[config.mk]
export PLATFORM = sky130hd
export DESIGN_NAME = aurora_link_mon
export DESIGN_NICKNAME = d
export VERILOG_FILES = /design/src/rtl/aurora_link_mon.sv
export SDC_FILE = /design/constraint.sdc
export NUM_CORES = 1
export LEC_CHECK = 0
export CAP_MARGIN = 20
export CORE_ASPECT_RATIO = 1.5
export CORE_MARGIN = 1
export CORE_UTILIZATION = 60
export DETAILED_ROUTE_END_ITERATION = 10
export DONT_BUFFER_PORTS = 1
export GPL_TIMING_DRIVEN = 0
export HOLD_SLACK_MARGIN = 0.12
export PLACE_DENSITY = 0.75
export SLEW_MARGIN = 20
export SYNTH_ARGS = -nofsm -noshare
export SYNTH_HDL_FRONTEND = slang
export SYNTH_SLANG_ARGS = --single-unit
[constraint.sdc]
create_clock -name aurora_axis_aclk -period 4.5 [get_ports aurora_axis_aclk]
set_input_delay 0.9 -clock aurora_axis_aclk [delete_from_list [all_inputs] [get_ports aurora_axis_aclk]]
set_output_delay 0.9 -clock aurora_axis_aclk [all_outputs]
set_load 0.01 [all_outputs]
[src/rtl/aurora_link_mon.sv]
// aurora_link_mon: Aurora channel_up supervisor with retry/fault FSM; define AURORA_LINK_MON_STAT_EN to build drop/soft-error counters
module aurora_link_mon #(
    parameter int WAIT_UP_CYC  = 100_000_000,
    parameter int STABLE_CYC   = 1_000,
    parameter int DROP_CYC     = 64,
    parameter int RST_HOLD_CYC = 1_000,
    parameter int MAX_RETRY    = 8
) (
    input  logic        aurora_axis_aclk,
    input  logic        aurora_axis_areset,
    input  logic        i_aurora_init_flag,
    input  logic        i_channel_up,
    input  logic        i_soft_err,
    input  logic        i_fault_clr,
    output logic        o_sfp_rst_req,
    output logic        o_link_ok,
    output logic        o_link_fault,
    output logic [7:0]  o_retry_cnt,
    output logic [15:0] o_drop_cnt,
    output logic [15:0] o_soft_err_cnt
);
    typedef enum logic [2:0] {IDLE, WAIT_UP, LINK_UP, RST_REQ, FAULT} state_t;
    localparam logic [7:0] MAX_R = 8'(MAX_RETRY);
    state_t      state_q, state_d;
    logic [31:0] timer_q, timer_d, stable_q, stable_d;
    logic [7:0]  retry_q, retry_d, retry_inc;
    logic        armed_q, armed_d;
    logic        link_ok_q, fault_q, rst_req_q;
    logic        drop_evt;
    // timer_q is the timeout in WAIT_UP, the low-run length in LINK_UP and the hold count in RST_REQ
    always_comb begin
        state_d   = state_q;
        timer_d   = timer_q + 32'd1;
        stable_d  = '0;
        retry_d   = retry_q;
        armed_d   = armed_q;
        drop_evt  = 1'b0;
        retry_inc = (retry_q == 8'hFF) ? retry_q : retry_q + 8'd1;
        case (state_q)
            IDLE: begin
                armed_d = armed_q | ~i_aurora_init_flag;
                if (armed_q && i_aurora_init_flag) state_d = WAIT_UP;
            end
            WAIT_UP: begin
                stable_d = i_channel_up ? stable_q + 32'd1 : '0;
                if (!i_aurora_init_flag) begin
                    state_d = IDLE;
                end else if (stable_d == STABLE_CYC) begin
                    state_d = LINK_UP;
                    retry_d = '0;
                end else if (timer_d == WAIT_UP_CYC) begin
                    retry_d = retry_inc;
                    state_d = (retry_inc >= MAX_R) ? FAULT : RST_REQ;
                end
            end
            LINK_UP: begin
                timer_d = i_channel_up ? '0 : timer_q + 32'd1;
                if (!i_aurora_init_flag) begin
                    state_d = IDLE;
                end else if (timer_d == DROP_CYC) begin
                    drop_evt = 1'b1;
                    retry_d  = retry_inc;
                    state_d  = (retry_inc >= MAX_R) ? FAULT : RST_REQ;
                end
            end
            RST_REQ: begin
                armed_d = 1'b0;
                if (timer_d == RST_HOLD_CYC) state_d = IDLE;
            end
            FAULT: begin
                if (i_fault_clr) begin
                    retry_d = '0;
                    state_d = RST_REQ;
                end
            end
            default: state_d = IDLE;
        endcase
        if (state_d != state_q) timer_d = '0;
    end
    always_ff @(posedge aurora_axis_aclk or posedge aurora_axis_areset) begin
        if (aurora_axis_areset) begin
            state_q   <= IDLE;
            timer_q   <= '0;
            stable_q  <= '0;
            retry_q   <= '0;
            armed_q   <= 1'b1;
            link_ok_q <= 1'b0;
            fault_q   <= 1'b0;
            rst_req_q <= 1'b0;
        end else begin
            state_q   <= state_d;
            timer_q   <= timer_d;
            stable_q  <= stable_d;
            retry_q   <= retry_d;
            armed_q   <= armed_d;
            link_ok_q <= state_d == LINK_UP;
            fault_q   <= state_d == FAULT;
            rst_req_q <= state_d == RST_REQ;
        end
    end
    assign o_sfp_rst_req = rst_req_q;
    assign o_link_ok     = link_ok_q;
    assign o_link_fault  = fault_q;
    assign o_retry_cnt   = retry_q;
`ifdef AURORA_LINK_MON_STAT_EN
    logic [15:0] drop_cnt_q, drop_cnt_d, soft_err_cnt_q, soft_err_cnt_d;
    always_comb begin
        drop_cnt_d     = (drop_evt && drop_cnt_q != 16'hFFFF) ? drop_cnt_q + 16'd1 : drop_cnt_q;
        soft_err_cnt_d = (i_soft_err && state_q == LINK_UP && soft_err_cnt_q != 16'hFFFF)
                         ? soft_err_cnt_q + 16'd1 : soft_err_cnt_q;
    end
    always_ff @(posedge aurora_axis_aclk or posedge aurora_axis_areset) begin
        if (aurora_axis_areset) begin
            drop_cnt_q     <= '0;
            soft_err_cnt_q <= '0;
        end else begin
            drop_cnt_q     <= drop_cnt_d;
            soft_err_cnt_q <= soft_err_cnt_d;
        end
    end
    assign o_drop_cnt     = drop_cnt_q;
    assign o_soft_err_cnt = soft_err_cnt_q;
`else
    logic unused_stat;
    assign unused_stat    = i_soft_err | drop_evt;
    assign o_drop_cnt     = '0;
    assign o_soft_err_cnt = '0;
`endif
endmodule

======== After elaboration in Yosys (flattened, before gate mapping) ========
Index checks and enable logic that the tools add are counted.
Widths: inputs -> output; s select.
word-level totals
  logic and storage cells ................. 61
  output and inout port bits .............. 43
  input port bits ......................... 6
  flip-flop bits (word level) ............. 79
cells by class
  magnitude comparators ................... 1
  bitwise gates (word level) .............. 2
  equality and inequality tests ........... 18
  reductions and logical operators ........ 5
  add/sub/neg operators ................... 3
  muxes and demuxes ....................... 24
operators with widths
  kind                   number
  $mux 32                5
  $add 32x1->32 const B  2
  $eq 32x10->1 const B   2
  $mux 8                 7
  $eq 32x27->1 const B   1
  $eq 32x7->1 const B    1
  $mux 3                 9
  $pmux 8 s3             1
  $pmux 3 s5             1
  $eq 3x2->1 const B     4
  $add 8x1->8 const B    1
  $eq 8x8->1 const B     1
  $ge 8x4->1 const B     1
  $ne 2x2->1 const B     4
  $eq 3x3->1 const B     2
  $reduce_and 6->1       1
  $eq 3x1->1 const B     1
  $logic_not 3->1        1
  $ne 3x3->1             1
  $ne 3x3->1 const B     1
  $reduce_bool 3->1      1
  $pmux 1 s2             1
  $reduce_bool 2->1      1
  $logic_and 1x1->1      1
  2 further kinds        2

======== Depth between registers and ports, before layout ========
  depth in word-level cells ............... 10
  depth in mapped cells ................... 14
  depth with buffers taken out ............ 11

======== Least setup slack after synthesis ========
Ideal clock, no wire load.
  kind .................................... reg2reg
  from .................................... register stable_q[8]
  to ...................................... register timer_q[15]
  setup time .............................. 129 ps
  arrival ................................. 3203 ps
  path slack .............................. 1169 ps
  cell stages (with the launch flop) ...... 13
  required time ........................... 4371 ps
  cell sequence ........................... dfrtp_1 nand3_2 or4_1 buf_2 nor4_1 mux2_2 nand3_1 or4_4 or3b_1 and3b_4 o311ai_4 buf_6 nor2_2
between the ends
  longest elaborated chain between the ends .. 8
ends and longest elaborated chain
  element                 line  source
  start, declared         25    logic [31:0] timer_q, timer_d, stable_q, stable_d;
  start signal, assigned  93    stable_q <= stable_d;
  $add 32x1->32           45    stable_d = i_channel_up ? stable_q + 32'd1 : '0;
  $mux 32                 45
  $eq 32x10->1            48    end else if (stable_d == STABLE_CYC) begin
  $mux 3                  48
  $mux 3                  46    if (!i_aurora_init_flag) begin
  $pmux 3 s5              39    case (state_q)
  $ne 3x3->1              78    if (state_d != state_q) timer_d = '0;
  $mux 32                 78
  net timer_d[15]         25
  end signal, assigned    92    timer_q <= timer_d;
  end, declared           25
The timed path passes the listed nets, and every way through them passes these cells.
A chain may end at the register's enable or synchronous reset.

======== Worst setup path after layout ========
  from .................................... register timer_q[3]
  to ...................................... register timer_q[18]
between the ends
  longest elaborated chain between the ends .. 8
  elaborated cells between the ends (all ways) .. 15
ends and longest elaborated chain
  element                                  line
  $add 32x1->32 (*)                        33, 57
  $mux 32 or $eq 32x27->1 (tied branches)  57, 51
  $eq 32x7->1 or $mux 3 (tied branches)    60, 51
  $mux 3, on equally long branches         60, 48
  $mux 3, on equally long branches         58, 46
  $pmux 3 s5                               39
  $ne 3x3->1                               78
  $mux 32 (*)                              78
  net timer_d[18]                          25
The timed path passes the listed nets; every way through them passes the cells marked *.

==> impl_summary.md <==
Finish
In the layout the commonest cells are sky130_fd_sc_hd__dfrtp_1, sky130_fd_sc_hd__nor2_1, sky130_fd_sc_hd__xnor2_1. In the final layout, flip-flops and latches occupy 0.00198 mm2. The finished layout holds 783 standard cells, fillers aside.

The fraction of final layout cells with drive strength greater than 1 is 20.1%. The number of antenna diodes in the final layout is 0. For this run, the share of the core covered by cells in the final layout is 69.3%. Summing all multi-input logic gate instances after layout gives 0.00314 mm2. The layout has 734 filler cells. The layout net count is 677. The layout overhead on the synthesized area is 10.9%. The commonest non-fill, non-tap cell in the layout is sky130_fd_sc_hd__dfrtp_1.

Power and ir drop
The part of the power in registers is 43.4%. In this run, the clock network consumes 40.7% of the power. Internal power comes to 1.36 mW. The largest voltage drop on the vdd net is 0.000259 V.

Summed over all cells, the static leakage comes to 2.52 nW. The share of total power dissipated in combinational logic is 15.9%. The power density of the placed cells is 313 mW/mm2. The switching share of power is 29.3%.

In this run the power spent charging and discharging nets is 0.564 mW.

CTS
The maximum root-to-sink buffer count is 2. The tree built by TritonCTS fans out to 79 sinks. Buffers added to address setup during post-CTS repair amount to 0.

Clock-pin slew was measured on the worst setup and hold paths at 60 ps. Counting the buffers created by CTS gives 9. TritonCTS built the clock tree. The H-tree generated during clock tree synthesis spans 3 levels. The tree is rooted in a sky130_fd_sc_hd__clkbuf_16. Clock latency on the worst-skew pair, taken at its later pin, is 350 ps.

Global routing
The first-pass GRT wire length is 21.3 mm. For this run, the total global-route usage over all layers was measured as 28.7%. The via count of the first global-routing pass is 4,541. Global routing finished with a remaining overflow of 0. The maximum number of pins on one net before global-route repair is 48. The number of antenna violations at the first check in global routing is 0.

STA
Setup total negative slack on the finished layout was measured at 0 ps. The hold violation count in the final report was 0. The clock period could shrink to 4000 ps. Of the available clock period, the critical path in the final layout requires 88.9%. At the pin with the least slew margin, the transition time is 888 ps.

The worst clock skew is 5.41 ps. The highest achievable clock rate is 0.250 GHz. Setup repair after global routing left no endpoint under its margin. Setup violations remaining at the end of the flow were counted as 0. The final-report max-slew violation count is 0. The remaining max-slew budget at the tightest pin is 40.4%.

Route
The detail-routed via count per cell is 5.84. The via count is 4,575. The final wirelength is 12.6 mm. In this run the remaining antenna-violating nets after routing total 0.

The detailed router finished its first iteration with 240 violations. The total iterations of the first detailed-routing run is 5. The average wire length per cell after detail routing is 16.2 um. The number of design rule violations left after detail routing is 0.

Worst setup path
The number of cells on the worst reg-to-reg path is 11. The launch point of the worst reg-to-reg path is timer_q[3]. STA classifies the critical path endpoint as a flop. The data required time of the worst path is 4720 ps. The critical setup path kind is flop to flop.

In this run the critical register-to-register path is captured at timer_q[18]. The launching element type of the critical path is a flop. The maximum net fanout on the critical path is 10. The reg-to-reg setup timing slack is 500 ps. Data on the critical path arrives at its endpoint at 4220 ps.

Placement
Buffers placed on the I/O ports in this run total 0. The cell total after placement is 767. Routability-driven placement finished with a final weighted congestion of 1.01.

Once detailed placement completed, the half-perimeter wirelength came to 9.47 mm.

Logic synthesis
Summing every instance area after synthesis gives 0.00555 mm2. The synthesized netlist devotes 0.676% of its cell area to adder and majority cells. The area fraction in and, or, nand and nor cells after synthesis is 30.1%. Counting every instance in the synthesized netlist gives 625. The number of library cell types mapped by synthesis is 72. Yosys printed 0 warnings.

For this run, the leading register cell type out of synthesis is sky130_fd_sc_hd__dfrtp_1. The register area share after synthesis is 35.6%. After Yosys synthesis, XOR and XNOR cells account for 10.3% of the synthesized area.

The synthesized area divided by synthesized cell count is 8.88 um2. The count of state elements after synthesis is 79. The combinational family with the most area after synthesis is simple AND/OR/NAND/NOR gates. Counting flops with a built-in enable in the synthesized netlist gives 0. The complex-gate fraction of the synthesized area is 12.2%.

After synthesis, the share of flip-flops with an asynchronous set or reset is 100%. In the synthesized netlist, mux cells make up 1.13% of the area.

Floorplanning
The die covers 0.00964 mm2. The row count is 42. During I/O placement, the number of pins put on the boundary was 49. The placeable core area is 0.00888 mm2. The die height is 120 um. For this configuration, the core starts out at a cell density of 62.5%. The floorplan step set the die width to 80.5 um.

Hold path
The tightest min-delay check is of the primary input to asynchronous set/reset pin type.

Run
The number of max-cap violations is 0.

Run status
The flow ran to the end, and the final reports show no timing, DRC or antenna violations.
-- timing repair --
action / in CTS / in global routing
setup endpoints to repair: 0 / 30
gates resized for setup: 0 / 1
hold buffers: 0 / 0
-- metal layers --
metal | wire length (um) | part of all wire [%] | vias to the layer above | track usage, %
met5 | 0 | 0 | - | 0
met4 | 409 | 3.2 | 0 | 14.6
met3 | 375 | 3.0 | 30 | 5.17
met2 | 6940 | 55 | 85 | 51.5
met1 | 4920 | 39 | 2199 | 31.3
li1 | - | - | 2261 | -
-- critical path: stages (launching register included) --
cell and delay [ps]:
sky130_fd_sc_hd__dfrtp_1 450, sky130_fd_sc_hd__nand4_2 290, sky130_fd_sc_hd__nor4_4 560, sky130_fd_sc_hd__nand4_1 310, sky130_fd_sc_hd__mux2i_1 210, sky130_fd_sc_hd__nor4_2 470
sky130_fd_sc_hd__nand4b_1 240, sky130_fd_sc_hd__or3b_1 420, sky130_fd_sc_hd__and3b_4 210, sky130_fd_sc_hd__o311ai_4 420, sky130_fd_sc_hd__buf_6 240, sky130_fd_sc_hd__nor2_2 50
-- stage by stage --
stage	worst slack, ps	hold slack [ps]	total power [mW]	cell area (um2)
after detailed placement	361	459	1.15	5830
after global routing	187	470	2.01	6150
final	500	437	1.92	6150
after global placement	458	461	1.14	5800
after floorplan	1170	442	1.08	5670
after CTS	280	457	1.93	6150
-- synthesized netlist by cell type, types with 14 or more instances --
master	n	share of area [%]
sky130_fd_sc_hd__nor3_1	15	1.4
sky130_fd_sc_hd__xor2_1	18	2.8
sky130_fd_sc_hd__inv_1	20	1.4
sky130_fd_sc_hd__o21ai_0	14	1.3
sky130_fd_sc_hd__nor4_1	17	1.9
sky130_fd_sc_hd__buf_4	39	5.3
sky130_fd_sc_hd__nor2_2	30	3.4
sky130_fd_sc_hd__nand4_1	32	3.6
sky130_fd_sc_hd__xnor2_1	47	7.4
sky130_fd_sc_hd__nand3_1	30	2.7
sky130_fd_sc_hd__dfrtp_1	78	35
sky130_fd_sc_hd__nor2_1	59	4.0
sky130_fd_sc_hd__a21oi_1	15	1.4
sky130_fd_sc_hd__nand2_1	38	2.6
-- power by group through the flow --
stage	Sequential (mW)	Clock [mW]	Combinational (mW)
6_report	0.835	0.783	0.305
3_3_place_gp	0.844	0	0.294
4_1_cts	0.833	0.795	0.305
3_5_place_dp	0.846	0	0.304
2_1_floorplan	0.830	0	0.248
5_1_grt	0.842	0.825	0.344
-- flip-flops by register name (all words and copies together), names as in the netlist --
signal and cells:
o_link_fault 1, o_retry_cnt 8, timer_q 32, armed_q 1
stable_q 32, o_sfp_rst_req 1, state_q 3, o_link_ok 1
-- logic make-up after synthesis --
group / count (synthesis)
and+or+nand+nor: 295
AOI/OAI and AO/OA: 90
buffers and inverters: 86
DFF: 79
xor gates and xnor gates: 65
muxes: 6
adders and majority gates: 3
other: 1
-- worst max path at each step --
| stage | startpoint | endpoint | slack [ps] | depth (start not counted) |
|---|---|---|---|---|
| finish | timer_q[3] | timer_q[18] | 500 | 11 |
| floorplan | stable_q[8] | timer_q[15] | 1170 | 12 |
| CTS | timer_q[0] | timer_q[12] | 280 | 13 |
| detailed placement | timer_q[0] | timer_q[12] | 360 | 13 |
| global placement | timer_q[0] | timer_q[9] | 460 | 13 |
| global route | timer_q[0] | timer_q[18] | 190 | 11 |
-- final cells by class --
class | count | share of cell area (%)
plain buffers | 66 | 7.77
clock buffers | 10 | 3.72
clock inverters | 6 | 1.38
inverters | 20 | 1.26
multi-input cells | 491 | 51.0
flip-flops and latches | 79 | 32.1
well taps | 110 | 2.24
repair buffers | 1 | 0.447
No activity file was read; power rests on OpenSTA's default activity.
